===== src/rtl/ref_phase_gen.sv =====
// Reference/shifted clock pair generator for the ADPLL phase-detector bench.
// The shifted copy trails ref_clk_o by phase_o fast-clock ticks; phase updates land on period boundaries.
module ref_phase_gen #(
  parameter int HALF_PERIOD = 26,
  parameter int CNT_W       = 8
) (
  input  logic             fpga_clk_i,
  input  logic             reset_i,
  input  logic             enable_i,
  input  logic [CNT_W-1:0] phase_i,
  input  logic             phase_load_i,
  output logic             phase_ack_o,
  output logic             phase_err_o,
  output logic [CNT_W-1:0] phase_o,
  output logic             ref_clk_o,
  output logic             shifted_clk_o,
  output logic             period_start_o
);

  localparam logic [CNT_W:0]   P_W    = (CNT_W+1)'(2*HALF_PERIOD);
  localparam logic [CNT_W-1:0] PM1_C  = CNT_W'(2*HALF_PERIOD-1);
  localparam logic [CNT_W-1:0] HALF_C = CNT_W'(HALF_PERIOD);

  logic [CNT_W-1:0] r_cnt;
  logic [CNT_W-1:0] r_phase;
  logic [CNT_W-1:0] r_pend_phase;
  logic             r_pend_valid;
  logic             r_ack;
  logic             r_err;
  logic             r_ref;
  logic             r_shift;
  logic             r_pstart;

  logic             w_last;
  logic             w_in_range;
  logic             w_load_ok;
  logic             w_apply;
  logic [CNT_W:0]   w_diff;
  logic [CNT_W:0]   w_s;

  assign w_last     = (r_cnt == PM1_C);
  assign w_in_range = ({1'b0, phase_i} < P_W);
  assign w_load_ok  = phase_load_i & w_in_range;
  assign w_apply    = enable_i & w_last & r_pend_valid;

  // Position within the shifted period; the borrow bit selects the wrap-around correction.
  assign w_diff = {1'b0, r_cnt} - {1'b0, r_phase};
  assign w_s    = w_diff[CNT_W] ? (w_diff + P_W) : w_diff;

  always_ff @(posedge fpga_clk_i or posedge reset_i) begin
    if (reset_i) begin
      r_cnt <= '0;
    end else if (!enable_i || w_last) begin
      r_cnt <= '0;
    end else begin
      r_cnt <= r_cnt + 1'b1;
    end
  end

  // A load landing on the apply cycle is kept pending: the apply consumes the old value.
  always_ff @(posedge fpga_clk_i or posedge reset_i) begin
    if (reset_i) begin
      r_phase      <= '0;
      r_pend_phase <= '0;
      r_pend_valid <= 1'b0;
      r_ack        <= 1'b0;
      r_err        <= 1'b0;
    end else begin
      r_ack <= w_apply;
      r_err <= phase_load_i & ~w_in_range;
      if (w_apply) begin
        r_phase <= r_pend_phase;
      end
      if (w_load_ok) begin
        r_pend_phase <= phase_i;
        r_pend_valid <= 1'b1;
      end else if (w_apply) begin
        r_pend_valid <= 1'b0;
      end
    end
  end

  always_ff @(posedge fpga_clk_i or posedge reset_i) begin
    if (reset_i) begin
      r_ref    <= 1'b0;
      r_shift  <= 1'b0;
      r_pstart <= 1'b0;
    end else begin
      r_ref    <= enable_i & (r_cnt < HALF_C);
      r_shift  <= enable_i & (w_s < {1'b0, HALF_C});
      r_pstart <= enable_i & (r_cnt == '0);
    end
  end

  assign phase_ack_o    = r_ack;
  assign phase_err_o    = r_err;
  assign phase_o        = r_phase;
  assign ref_clk_o      = r_ref;
  assign shifted_clk_o  = r_shift;
  assign period_start_o = r_pstart;

endmodule


===== config.mk =====
export PLATFORM = sky130hd
export DESIGN_NAME = ref_phase_gen
export DESIGN_NICKNAME = d
export VERILOG_FILES = /design/src/rtl/ref_phase_gen.sv
export SDC_FILE = /design/constraint.sdc
export NUM_CORES = 1
export LEC_CHECK = 0
export ABC_AREA = 1
export ABC_CLOCK_PERIOD_IN_PS = 3900
export CELL_PAD_IN_SITES_DETAIL_PLACEMENT = 0
export CELL_PAD_IN_SITES_GLOBAL_PLACEMENT = 1
export CORE_ASPECT_RATIO = 1.75
export CORE_MARGIN = 4
export CORE_UTILIZATION = 40
export DETAILED_ROUTE_END_ITERATION = 10
export PLACE_DENSITY_LB_ADDON = 0.1
export RECOVER_POWER = 100
export SYNTH_ARGS = -nofsm -noshare
export SYNTH_HDL_FRONTEND = slang
export SYNTH_SLANG_ARGS = --single-unit

===== constraint.sdc =====
create_clock -name fpga_clk_i -period 3.9 [get_ports fpga_clk_i]
set_clock_uncertainty 0.15 [all_clocks]
set_input_delay 0.78 -clock fpga_clk_i [delete_from_list [all_inputs] [get_ports fpga_clk_i]]
set_output_delay 0.78 -clock fpga_clk_i [all_outputs]
set_load 0.01 [all_outputs]

==> metrics.yaml <==
floorplanning:
  start_util_pct: 41.1
  core_area_um2: 4360
  die_h_um: 96.6
  rows: 32
  io_pins: 25
  die_w_um: 58.6
  die_area_um2: 5670
cts:
  cts_hold_buf: 0
  cts.reportedPaths.clkPinSlew_ns: 0.06
  cts_tree: "done"
  h-tree-depth: 2
  cts_setup_buffers: 0
  numCtsBuffers: 5
  cts.sink_count: 30
  cts_resized: 0
  clk_path_buf_depth: 2
  clockRootBuffer: "clkbuf_8"
  clk_latency_ns: 0.27
worst_setup_path:
  cp_slowest_cell: "clkbuf_1"
  required_ns: 3.85
  cp_cell_sequence: "dlygate4sd3_1, inv_1, clkbuf_1"
  endpoint_kind: "async pin"
  crit_arrival_ns: 2.50
  setup.worst_path.start: "reset_i"
  regToRegStartpoint: "phase_o[2]$_DFFE_PP0P_"
  critPathMaxStageDelay_ns: 1.13
  crit_fanout: 30
  start_kind: "primary input"
  critPathKind: "primary input to async pin"
placement:
  pre_cts_slack_ns: 1.39
  portBuffers: 24
  gp_congestion: 0.822
  placed_cells: 303
  hpwlAfterDp_um: 2990
routing:
  via_count: 1466
  dr.first_iter.drc_count: 39
  remaining_drc_errors: 0
  wl_per_cell_um: 11.7
  first_pass_iters: 4
  viasPerCell: 4.73
  drt_wl_total_um: 3630
  ant_nets: 0
sta:
  setup_ws_ns: 1.35
  worst_pin_slew_ns: 1.56
  fin_tns_setup_ns: 0
  setup_viol: 0
  hold_viol: 0
  rsz0062_at_grt: "no"
  slew_viol_final: 31
  max_freq_mhz: 392
  period_share_pct: 65.3
  slew_headroom_pct: -4.29
  period_needed_ns: 2.55
finish:
  instances_no_fill: 310
  final_core_util_pct: 49.0
  areaGrowthSynthToFinish_pct: 19.0
  fillCellCount: 449
  drive_above_1_share_pct: 10.8
  fin_nets: 282
  regArea_um2: 751
  antennaDiodeCount: 0
  multiInputGateArea_um2: 837
global_routing:
  grtUsageTotal_pct: 15.1
  grt-busiest-layer: "met2"
  grtUsageMet3_pct: 3.20
  antenna_found_initial: 0
  use_met1_pct: 15.7
  grt_pass1_vias: 1522
  grt_max_degree: 31
  gr-total-overflow: 0
  met2_usage_pct: 27.5
  grt_pass1_wl_um: 6600
logic_synthesis:
  synthFlopType: "dfrtp_1"
  ys_warn_count: 0
  synth_cells: 230
  async_flop_share_pct: 100
  ys_types: 36
  synth-edff-count: 0
  synth_fp_nets: 253
  synth_area_um2: 1800
  ys_seq_elements: 30
  seq_area_frac_synth_pct: 41.8
  avgSynthCellArea_um2: 7.81
status:
  violations: "max-capacitance violations, max-slew violations"
  status: "finished, violations left"
min_path:
  hold_path_class: "flop to flop"
  worstHoldStart: "r_cnt[0]$_DFF_PP0_"
pwr:
  worst_ir_drop_vdd_mv: 0.299
  p_leak_nw: 1.14
  cellPowerDensity_nw_per_um2: 308
  power_mw: 0.659
run:
  cap_violations: 1
==> registers in the layout (all words and copies together) (netlist names) <==
name / cells
phase_ack_o: 1
r_cnt: 8
r_pend_phase: 8
phase_o: 8
phase_err_o: 1
shifted_clk_o: 1
period_start_o: 1
r_pend_valid: 1
ref_clk_o: 1
==> critical path, delay by kind of cell <==
family	cells	cell delay (ns)
buffers and inverters	3	1.71
==> worst paths after layout <==
check / endpoint / slack [ns] / cells past startpoint
hold reg to reg: r_cnt[0]$_DFF_PP0_ / 0.32 / 1
hold / removal: r_cnt[0]$_DFF_PP0_ / 0.32 / 1
setup reg to reg: shifted_clk_o$_DFF_PP0_ / 1.53 / 18
max in group fpga_clk_i: shifted_clk_o$_DFF_PP0_ / 1.53 / 18
min in group asynchronous: r_cnt[7]$_DFF_PP0_ / 1.34 / 3
setup / recovery: r_cnt[0]$_DFF_PP0_ / 1.35 / 3
==> stage by stage <==
step                hold WS (ns)  area [um^2]
floorplan                  0.286         1800
global placement           0.306         2090
detailed placement         0.313         2090
CTS                        0.327         2170
global route               0.341         2140
finish                     0.320         2140
==> cell families (layout without fill, tap and decap cells) <==
| family | Yosys count | in the layout | share of synthesized area [%] |
|---|---|---|---|
| AOI/OAI and AO/OA | 26 | 26 | 9.13 |
| muxes | 1 | 1 | 0.627 |
| and+or+nand+nor | 114 | 114 | 29.8 |
| xor gates and xnor gates | 1 | 1 | 0.488 |
| adders and majority gates | 11 | 11 | 8.08 |
| DFF | 30 | 30 | 41.8 |
| buffers and inverters | 47 | 76 | 10.1 |
==> cells in the final DEF, fill, tap and decap left out, types with 3 or more instances in the layout <==
| master | netlist | layout |
|---|---|---|
| nand3_1 | 15 | 15 |
| inv_1 | 34 | 35 |
| nor2_1 | 20 | 20 |
| nand2_2 | 9 | 9 |
| o21ai_0 | 4 | 9 |
| dfrtp_1 | 30 | 30 |
| clkbuf_8 | 0 | 5 |
| nor3_1 | 3 | 3 |
| clkbuf_1 | 1 | 3 |
| ha_1 | 10 | 10 |
| a21oi_1 | 11 | 11 |
| clkdlybuf4s50_1 | 0 | 8 |
| nand2_1 | 54 | 55 |
| dlygate4sd3_1 | 0 | 16 |
| inv_2 | 8 | 7 |
==> routing by layer <==
layer  wire (um)  vias to the layer above
li1            -                      770
met1        1390                      662
met2        2020                       25
met3         123                        9
met4          98                        0
met5           0                        -
==> final cells by class <==
cell class	count	area share [%]
sequential	30	35.1
timing repair buffer	25	11.4
tap	51	2.99
clock buffer	7	3.57
inverter	44	7.73
multi-input combinational	153	39.2
==> power by group <==
group	switching (mW)	total, mW	internal [mW]
Combinational	0.0553	0.0946	0.0393
Clock	0.104	0.227	0.122
Sequential	0.00789	0.338	0.330
Total	0.168	0.659	0.491
==> Yosys cell counts, types with 2 or more instances <==
library cell	number	share of area [%]
a21oi_1	11	3.1
o21ai_0	4	1.1
nand2_4	2	1.3
clkinv_1	2	0.42
ha_1	10	7.0
nor3_1	3	0.84
nand3_1	15	4.2
nor2_1	20	4.2
nand2_1	54	11
inv_1	34	7.1
o21ai_2	5	2.4
inv_2	8	1.7
and3_1	2	0.70
dfrtp_1	30	42
nand2_2	9	3.1
(Power assumes the default switching activity.)
